**config.mk**
```make
export PLATFORM = sky130hd
export DESIGN_NAME = assoc_cache
export DESIGN_NICKNAME = d
export VERILOG_FILES = /design/src/rtl/assoc_cache.sv
export SDC_FILE = /design/constraint.sdc
export NUM_CORES = 1
export LEC_CHECK = 0
export BUFFER_PORTS_ARGS = -buffer_cell sky130_fd_sc_hd__buf_4
export CAP_MARGIN = 20
export CORE_MARGIN = 3
export CORE_UTILIZATION = 50
export DETAILED_ROUTE_END_ITERATION = 7
export PLACE_DENSITY = 0.71
export SYNTH_ARGS = -nofsm -noshare
export SYNTH_HDL_FRONTEND = slang
export SYNTH_SLANG_ARGS = --single-unit
```
**constraint.sdc**
```tcl
create_clock -name clk -period 3.3 [get_ports clk]
set_clock_uncertainty 0.15 [all_clocks]
set_input_delay 0.33 -clock clk [delete_from_list [all_inputs] [get_ports clk]]
set_output_delay 0.33 -clock clk [all_outputs]
set_load 0.1 [all_outputs]
```
**src/rtl/assoc_cache.sv**
```systemverilog
// assoc_cache -- fully-associative, write-through, write-allocate cache
// placed between the processor memory stage and the RAM model.
//
// Every entry stores the full address as its tag. Replacement picks the
// lowest-index invalid way first, and otherwise the least recently used way.
// LRU order is held as per-way ages that always form a permutation of
// 0..WAYS-1. Because the cache is write-through, RAM is always coherent and
// an eviction never needs a write-back.
//
// Parameters:
//   ADDR_W  address width (also the tag width)
//   DATA_W  data word width
//   WAYS    number of entries (power of two, >= 2)
//   CNT_W   width of the saturating hit/miss counters
//
// Ports:
//   clk, rst_n            clock, asynchronous active-low reset
//   cpu_rd / cpu_wr       level requests, held until cpu_ready
//   cpu_flush             invalidate all entries
//   cpu_addr, cpu_wdata   request address and write data
//   cpu_rdata, cpu_ready  read data (held) and one-cycle completion pulse
//   mem_addr, mem_wdata   RAM address and write data
//   mem_ce, mem_rw        RAM request (held until mem_ack); 1 = read
//   mem_rdata, mem_ack    RAM read data and one-cycle completion pulse
//   hit_count, miss_count saturating statistics counters
module assoc_cache #(
   parameter int ADDR_W = 8,
   parameter int DATA_W = 32,
   parameter int WAYS   = 4,
   parameter int CNT_W  = 16
) (
   input  logic              clk,
   input  logic              rst_n,
   input  logic              cpu_rd,
   input  logic              cpu_wr,
   input  logic              cpu_flush,
   input  logic [ADDR_W-1:0] cpu_addr,
   input  logic [DATA_W-1:0] cpu_wdata,
   output logic [DATA_W-1:0] cpu_rdata,
   output logic              cpu_ready,
   output logic [ADDR_W-1:0] mem_addr,
   output logic [DATA_W-1:0] mem_wdata,
   input  logic [DATA_W-1:0] mem_rdata,
   output logic              mem_ce,
   output logic              mem_rw,
   input  logic              mem_ack,
   output logic [CNT_W-1:0]  hit_count,
   output logic [CNT_W-1:0]  miss_count
);

   localparam int AGE_W = (WAYS > 1) ? $clog2(WAYS) : 1;
   localparam logic [AGE_W-1:0] AGE_OLDEST = AGE_W'(WAYS - 1);

   typedef enum logic [1:0] {
      ST_IDLE  = 2'd0,
      ST_FILL  = 2'd1,
      ST_WBACK = 2'd2
   } state_e;

   state_e              state_q, state_d;
   logic                valid_q [WAYS];
   logic                valid_d [WAYS];
   logic [ADDR_W-1:0]   tag_q   [WAYS];
   logic [ADDR_W-1:0]   tag_d   [WAYS];
   logic [DATA_W-1:0]   data_q  [WAYS];
   logic [DATA_W-1:0]   data_d  [WAYS];
   logic [AGE_W-1:0]    age_q   [WAYS];
   logic [AGE_W-1:0]    age_d   [WAYS];

   logic [DATA_W-1:0]   cpu_rdata_q, cpu_rdata_d;
   logic                cpu_ready_q, cpu_ready_d;
   logic [ADDR_W-1:0]   mem_addr_q, mem_addr_d;
   logic [DATA_W-1:0]   mem_wdata_q, mem_wdata_d;
   logic                mem_ce_q, mem_ce_d;
   logic                mem_rw_q, mem_rw_d;
   logic [CNT_W-1:0]    hit_cnt_q, hit_cnt_d;
   logic [CNT_W-1:0]    miss_cnt_q, miss_cnt_d;

   logic                hit;
   logic [AGE_W-1:0]    hit_idx;
   logic                inv_found;
   logic [AGE_W-1:0]    inv_idx;
   logic [AGE_W-1:0]    lru_idx;
   logic [AGE_W-1:0]    victim_idx;
   logic                lru_en;
   logic [AGE_W-1:0]    lru_way;

   // Tag match against the live request address. Tags are unique, so at most
   // one way can match and the loop order does not matter.
   always_comb begin
      hit     = 1'b0;
      hit_idx = '0;
      for (int i = 0; i < WAYS; i++) begin
         if (valid_q[i] && (tag_q[i] == cpu_addr)) begin
            hit     = 1'b1;
            hit_idx = AGE_W'(i);
         end
      end
   end

   // Victim is computed from the current (pre-update) state.
   always_comb begin
      inv_found = 1'b0;
      inv_idx   = '0;
      lru_idx   = '0;
      for (int i = 0; i < WAYS; i++) begin
         if (!valid_q[i] && !inv_found) begin
            inv_found = 1'b1;
            inv_idx   = AGE_W'(i);
         end
         if (age_q[i] == AGE_OLDEST) begin
            lru_idx = AGE_W'(i);
         end
      end
      victim_idx = inv_found ? inv_idx : lru_idx;
   end

   // Next-state logic for the FSM and all datapath registers.
   always_comb begin
      state_d     = state_q;
      valid_d     = valid_q;
      tag_d       = tag_q;
      data_d      = data_q;
      age_d       = age_q;
      cpu_rdata_d = cpu_rdata_q;
      cpu_ready_d = 1'b0;
      mem_addr_d  = mem_addr_q;
      mem_wdata_d = mem_wdata_q;
      mem_ce_d    = mem_ce_q;
      mem_rw_d    = mem_rw_q;
      hit_cnt_d   = hit_cnt_q;
      miss_cnt_d  = miss_cnt_q;
      lru_en      = 1'b0;
      lru_way     = '0;

      unique case (state_q)
         ST_IDLE: begin
            if (cpu_flush) begin
               for (int i = 0; i < WAYS; i++) begin
                  valid_d[i] = 1'b0;
               end
               cpu_ready_d = 1'b1;
            end else if (cpu_wr) begin
               if (hit) begin
                  data_d[hit_idx] = cpu_wdata;
                  lru_en          = 1'b1;
                  lru_way         = hit_idx;
                  hit_cnt_d       = (hit_cnt_q == '1) ? hit_cnt_q : hit_cnt_q + 1'b1;
               end else begin
                  valid_d[victim_idx] = 1'b1;
                  tag_d[victim_idx]   = cpu_addr;
                  data_d[victim_idx]  = cpu_wdata;
                  lru_en              = 1'b1;
                  lru_way             = victim_idx;
                  miss_cnt_d          = (miss_cnt_q == '1) ? miss_cnt_q : miss_cnt_q + 1'b1;
               end
               mem_ce_d    = 1'b1;
               mem_rw_d    = 1'b0;
               mem_addr_d  = cpu_addr;
               mem_wdata_d = cpu_wdata;
               state_d     = ST_WBACK;
            end else if (cpu_rd) begin
               if (hit) begin
                  cpu_rdata_d = data_q[hit_idx];
                  cpu_ready_d = 1'b1;
                  lru_en      = 1'b1;
                  lru_way     = hit_idx;
                  hit_cnt_d   = (hit_cnt_q == '1) ? hit_cnt_q : hit_cnt_q + 1'b1;
               end else begin
                  mem_ce_d   = 1'b1;
                  mem_rw_d   = 1'b1;
                  mem_addr_d = cpu_addr;
                  miss_cnt_d = (miss_cnt_q == '1) ? miss_cnt_q : miss_cnt_q + 1'b1;
                  state_d    = ST_FILL;
               end
            end
         end

         ST_FILL: begin
            // mem_addr_q still holds the missing address and serves as the tag.
            if (mem_ack) begin
               valid_d[victim_idx] = 1'b1;
               tag_d[victim_idx]   = mem_addr_q;
               data_d[victim_idx]  = mem_rdata;
               lru_en              = 1'b1;
               lru_way             = victim_idx;
               cpu_rdata_d         = mem_rdata;
               cpu_ready_d         = 1'b1;
               mem_ce_d            = 1'b0;
               state_d             = ST_IDLE;
            end
         end

         ST_WBACK: begin
            if (mem_ack) begin
               cpu_ready_d = 1'b1;
               mem_ce_d    = 1'b0;
               state_d     = ST_IDLE;
            end
         end

         default: begin
            state_d = ST_IDLE;
         end
      endcase

      // Touching a way makes it youngest; only ways younger than it age, so
      // the ages remain a permutation.
      if (lru_en) begin
         for (int i = 0; i < WAYS; i++) begin
            if (age_q[i] < age_q[lru_way]) begin
               age_d[i] = age_q[i] + 1'b1;
            end
         end
         age_d[lru_way] = '0;
      end
   end

   always_ff @(posedge clk or negedge rst_n) begin
      if (!rst_n) begin
         state_q <= ST_IDLE;
         for (int i = 0; i < WAYS; i++) begin
            valid_q[i] <= 1'b0;
            tag_q[i]   <= '0;
            data_q[i]  <= '0;
            age_q[i]   <= AGE_W'(i);
         end
         cpu_rdata_q <= '0;
         cpu_ready_q <= 1'b0;
         mem_addr_q  <= '0;
         mem_wdata_q <= '0;
         mem_ce_q    <= 1'b0;
         mem_rw_q    <= 1'b0;
         hit_cnt_q   <= '0;
         miss_cnt_q  <= '0;
      end else begin
         state_q     <= state_d;
         valid_q     <= valid_d;
         tag_q       <= tag_d;
         data_q      <= data_d;
         age_q       <= age_d;
         cpu_rdata_q <= cpu_rdata_d;
         cpu_ready_q <= cpu_ready_d;
         mem_addr_q  <= mem_addr_d;
         mem_wdata_q <= mem_wdata_d;
         mem_ce_q    <= mem_ce_d;
         mem_rw_q    <= mem_rw_d;
         hit_cnt_q   <= hit_cnt_d;
         miss_cnt_q  <= miss_cnt_d;
      end
   end

   assign cpu_rdata  = cpu_rdata_q;
   assign cpu_ready  = cpu_ready_q;
   assign mem_addr   = mem_addr_q;
   assign mem_wdata  = mem_wdata_q;
   assign mem_ce     = mem_ce_q;
   assign mem_rw     = mem_rw_q;
   assign hit_count  = hit_cnt_q;
   assign miss_count = miss_cnt_q;

endmodule

```
* Yosys cells after proc, flatten, opt, wreduce, memory -nomap -nowiden
Index checks and enable logic that the tools add are counted.
** Cells by class
- Multiplexer cells :: 108
- Reductions and logical operators :: 29
- Add/sub/neg operators :: 6
- Equal/unequal tests :: 24
- Order comparisons :: 10
- Bitwise logic cells :: 7
** Operator list (number)
- 128-bit two-way mux :: 4
- 32-bit two-way mux :: 13
- 128-bit bitwise mux :: 3
- 128-bit case mux with 2 select lines :: 1
- 32-bit demux with 2-bit select :: 2
- 16-bit two-way mux :: 8
- 32-bit case mux with 2 select lines :: 2
- 32-bit binary-select mux with 2-bit select :: 1
- 32-bit bitwise mux :: 2
- 2-bit two-way mux :: 29
- 16-bit by 1-bit adder with 16-bit output (second input constant) :: 2
- 16-bit == test (second input constant) :: 2
- 8-bit == test :: 4
- 8-bit two-way mux :: 4
- 1-bit two-way mux :: 25
- 8-bit demux with 2-bit select :: 1
- 4-bit two-way mux :: 4
- 2-bit inequality test (second input constant) :: 8
- 4-bit AND reduction :: 4
- 3-bit inequality test (second input constant) :: 4
- 1-bit logical AND :: 10
- 5-bit AND reduction :: 2
- 3-bit >= comparator (second input constant) :: 3
- 3-bit by 1-bit < comparator with 1-bit output (second input constant) :: 3
- other kinds (22) :: 43
** Word-level totals
- Output and inout port bits :: 107
- Logic and storage cells :: 209
- Register bits :: 281

* Longest topological paths before layout
- Depth after elaboration :: 22
- Gate-level depth with buffers :: 12

* Least setup slack after synthesis
OpenSTA, ideal clock, no wires.
- Path kind :: reg-to-reg
- From :: register miss_cnt_q[7] (netlist: miss_count[7])
- To :: register miss_cnt_q[14] (netlist: miss_count[14])
- Setup slack :: 0.453 ns
- Stages on the path, launching flop included :: 10
- Data arrival time :: 2.535 ns
- Data required time :: 2.988 ns
- Library setup time :: 0.162 ns
- Clock period less this slack :: 2.847 ns
- Cell sequence :: dfrtp_1 nand3_1 nor2_1 nand3_1 nor3_1 nor3_1 and3_1 nor2b_1 and3_1 xor2_1
** Between the ends
- Cells in the longest elaborated chain, start to end :: 5
- Elaborated cells on any way between the ends :: 6
- Classes of those cells :: add/sub: 1; eq/ne: 1; mux: 4
** RTL lines
- start: declaration :: line 77 : logic [CNT_W-1:0] miss_cnt_q, miss_cnt_d;
- start signal: assignment :: line 249 : miss_cnt_q <= miss_cnt_d;
- 16-bit by 1-bit adder with 16-bit output / 16-bit == test (equally long branches) :: line 155, 173
- 16-bit two-way mux (*) :: line 155, 173
- 16-bit two-way mux (*) :: line 144, 163
- 16-bit two-way mux :: line 162 : end else if (cpu_rd) begin
- 16-bit two-way mux (*) :: line 143 : end else if (cpu_wr) begin
Every way passes the cells marked *; elsewhere a longest branch is shown, timed or not. The select of a mux whose other input is x is not followed.
A chain may end at the register's enable or synchronous reset.

* Worst setup path after layout
- From :: input port cpu_addr[1]
- To :: register data_q[43] (netlist name)
** Between the ends
- Cells in the longest elaborated chain, start to end :: 15
- Elaborated cells on any way between the ends :: 26
- Classes of those cells :: order compare: 2; eq/ne: 4; mux: 14; bitwise: 1; reduce/logical: 5
** RTL lines
- start: declaration :: line 37 : input logic [ADDR_W-1:0] cpu_addr,
- 8-bit == test :: line 94 : if (valid_q[i] && (tag_q[i] == cpu_addr)) begin
- 1-bit logical AND :: line 94
- 1-bit two-way mux :: line 94
- 2-bit two-way mux (2 in series) :: line 94
- 2-bit inverter with 3-bit output (not written as such) :: line 145 : data_d[hit_idx] = cpu_wdata;
- 3-bit >= comparator (not written as such) / 3-bit by 1-bit < comparator with 1-bit output (equally long branches) :: line 145
- 1-bit logical AND (not written as such) :: line 145
- 32-bit two-way mux (not written as such) :: line 145
- 32-bit demux with 2-bit select :: line 145
- 128-bit bitwise mux :: line 145
- 128-bit two-way mux (*) :: line 144 : if (hit) begin
- 128-bit two-way mux (*) :: line 143
- 128-bit two-way mux (*) :: line 138 : if (cpu_flush) begin
- 128-bit case mux with 2 select lines (*) :: line 136 : unique case (state_q)
- end signal: assignment :: line 240 : data_q <= data_d;
- end: declaration :: line 65 : logic [DATA_W-1:0] data_q [WAYS];
Marks and branches as above.

==> impl_metrics.csv <==
group,metric,value,unit
yosys,yosys.cell_types.count,67,
run,drv_cap,0,
layout,num_antenna_cells,0,
power_and_ir_drop,finalPower,20000,uW
worst_setup_path,path_buf_inv,4,
worst_setup_path,slowest_stage,"dlygate4sd3_1",
worst_setup_path,path_max_fanout,50,
cts,cts.sinks,281,
worst_setup_path,cp.arrival,3360,ps
power_and_ir_drop,peakVddDrop,0.810,mV
routing,viasPerCell,5.97,
floorplanning,ios,185,
yosys,ys_warn_count,0,
power_and_ir_drop,internal_power,10300,uW
power_and_ir_drop,seqPwrFrac,29.6,%
worst_setup_path,cp_top_family,"buffers and inverters",
worst_setup_path,slowest_delay,530,ps
placed_design,dp_hpwl,25.5,mm
sta,fin_ws,233,ps
routing,wire_per_inst,19.7,um
placed_design,pre_cts_ws,147,ps
power_and_ir_drop,combPwrFrac,52.2,%
global_routing,grt_pass1_wl,64.7,mm
placed_design,placed_cell_area,16200,sq um
sta,slew_viol_final,0,
cts,cts_max_path_buffers,3,
power_and_ir_drop,swShare,48.5,%
layout,area_growth_syn_to_layout,24.9,%
power_and_ir_drop,leakagePower,0.00791,uW
cts,path_clk_slew,60,ps
yosys,async_reset_ff_share,100,%
placed_design,port_buffers,184,
cts,cts.htree.levels,1,
yosys,ys.flop_type,"dfrtp_1",
power_and_ir_drop,p_switching,9680,uW
worst_setup_path,critPathLaunchType,"primary input",
yosys,synth.avg_cell_area,9.97,sq um
routing,totalWireLength,39.9,mm
floorplanning,die_x,174,um
floorplanning,rows,61,
sta,hold_viol_final,0,
routing,drtIter0Drc,812,
worst_setup_path,worstSetupPathType,"primary input to register",
sta,slew_headroom,26.9,%
cts,worst_skew_pair.late_latency,560,ps
routing,num_vias,12100,
sta,period_needed,3070,ps
sta,post-route-period-util,92.9,%
worst_setup_path,crit_chain,"dlygate4sd3_1 > buf_4 > xor2_1 > nor4_4 > nand4_4 > buf_4 > or3_1 > a21oi_4 > buf_4 > o221ai_1 > o21a_1",
routing,drtAntennaViolNets,0,
cts,cts_buffers,31,
cts,tritoncts,"yes",
yosys,synth_cells,1424,
global_routing,grtUsageTotal,25.8,%
floorplanning,die_area,30400,sq um
sta,max_freq,0.326,GHz
placed_design,gp_congestion,0.886,
yosys,synth_nets,1510,
worst_setup_path,cpMostUsedCell,"buf_4",
yosys,seq_area_frac_synth,49.6,%
routing,drc,0,
floorplanning,core-area,27900,sq um
cts,cts_root_buffer,"clkbuf_16",
global_routing,grt_overflow,0,
global_routing,grt_max_degree,90,
power_and_ir_drop,powerDensity,1130,nW/um^2
layout,fin_nets,1710,
worst_hold_path,holdCritPathClass,"primary input to register",
floorplanning,dieHeight,174,um
routing,first_pass_iters,5,
layout,final_cells,2025,
power_and_ir_drop,p_clk_share,18.3,%
layout,drive_above_1_share,22.0,%
global_routing,first_global_vias,12200,
worst_setup_path,r2r_slack,250,ps
yosys,synth-edff-count,0,
global_routing,antenna_found_initial,0,
worst_setup_path,cp-end-kind,"register",
yosys,synth_area,14200,sq um
sta,tightest_slew,1090,ps
placed_design,place_inst,1925,
floorplanning,start_util,50.9,%
layout,fin_area,17700,sq um
sta,setup_viol,0,
worst_setup_path,crit_required,3590,ps
status,run_status,"finished, final reports clean",
yosys,ys_ff_latch,281,
==> repair_timing <==
item / in CTS / in global routing
endpoints found under the setup margin: 0 / 62
hold endpoints to repair: 122 / 0
buffers inserted: 0 / 1
resized for setup: 0 / 6
hold buffers: 43 / 0
==> worst reg2reg max path, cell delays in order, from the launching register on <==
cell	delay, ps
dfstp_2	580
ha_1	220
nor2b_1	70
o21a_1	180
o21a_1	250
a222oi_1	420
buf_4	200
o21ai_4	100
a21oi_4	210
o22ai_2	170
a211o_1	330
a22oi_2	120
==> sequential cells by signal, summed over array words and instances (netlist names) <==
name,flops
cpu_rdata,32
mem_addr,8
mem_wdata,32
mem_ce,1
miss_count,16
cpu_ready,1
state_q,2
mem_rw,1
data_q,128
hit_count,16
age_q,8
valid_q,4
tag_q,32
==> power by group through the flow <==
| stage | Combinational, uW | Sequential [uW] | Clock [uW] |
|---|---|---|---|
| after global routing | 11100 | 6080 | 3860 |
| after CTS | 10400 | 5900 | 3710 |
| after floorplan | 4210 | 9300 | 0 |
| after global placement | 10200 | 5880 | 0 |
| final | 10400 | 5910 | 3650 |
| after detailed placement | 10300 | 5940 | 0 |
==> stage by stage <==
| stage | TNS, ps | hold slack (ps) | utilization (%) |
|---|---|---|---|
| finish | 0 | 50.6 | 63.6 |
| CTS | 0 | 27.4 | 63.5 |
| global placement | 0 | 259 | 58.1 |
| global route | -26.3 | 66.5 | 63.6 |
| detailed placement | 0 | 251 | 58.1 |
| floorplan | 0 | -116 | - |
==> metal layers <==
| metal | GRT usage, % | share of wire (%) |
|---|---|---|
| met5 | 0 | 0 |
| met4 | 7.17 | 2.4 |
| met3 | 4.19 | 6.1 |
| met2 | 43.1 | 48 |
| met1 | 35.1 | 44 |
==> worst paths after layout <==
path | cells after the start | start | to
worst min-delay path | 4 | cpu_wr | state_q[0]
worst min register to register | 2 | mem_wdata[9] | mem_wdata[9]
min in group asynchronous | 2 | rst_n | data_q[111]
worst max-delay path | 11 | cpu_addr[1] | data_q[43]
worst max register to register | 11 | age_q[3] | age_q[2]
max in group asynchronous | 3 | rst_n | data_q[104]
==> cell type report <==
cell class | instances | area (sq um)
Tap cell | 378 | 473
Sequential cell | 281 | 7040
Timing Repair Buffer | 272 | 2280
Fill cell | 2271 | 10100
Multi-Input combinational cell | 1026 | 6800
Clock buffer | 38 | 852
Inverter | 12 | 45.0
Clock inverter | 18 | 230
==> cell usage in the layout (no fill, tap or decap), types with 32 or more instances in the layout <==
master and instances:
a211oi_1 33, a21oi_1 46, buf_4 218, dfrtp_1 277, dlygate4sd3_1 43, mux2_2 42
mux2i_1 40, nand2_1 231, nand2b_1 38, nor2_1 69, o21a_1 98, o21ai_0 109
o221ai_1 96, o22a_1 32, xnor2_1 35
==> kinds of logic (layout without fill, tap and decap cells) <==
kind of cell | after synthesis | in the layout | synth area share [%]
xor gates and xnor gates | 62 | 62 | 3.83
buffers and inverters | 117 | 340 | 3.32
DFF | 281 | 281 | 49.6
AOI/OAI and AO/OA | 467 | 467 | 23.4
muxes | 82 | 82 | 6.15
and+or+nand+nor | 407 | 407 | 13.0
adders and majority gates | 8 | 8 | 0.705
==> synthesized netlist by cell type, drive strengths merged, types with 12 or more instances <==
library cell	n	area share, %
o21a	99	5.2
xnor2	35	2.2
dfrtp	277	49
nand2b	39	1.7
nor3	14	0.61
buf	16	0.65
a21oi	55	2.2
nor2	70	1.9
o221ai	96	5.9
mux2	42	3.3
a211oi	33	1.7
xor2	27	1.7
o22a	32	2.0
clkbuf	89	2.4
nand2	232	6.1
mux2i	40	2.8
nand3	15	0.53
o21ai	116	4.1
inv	12	0.32
Power figures use the tool's default switching activity.
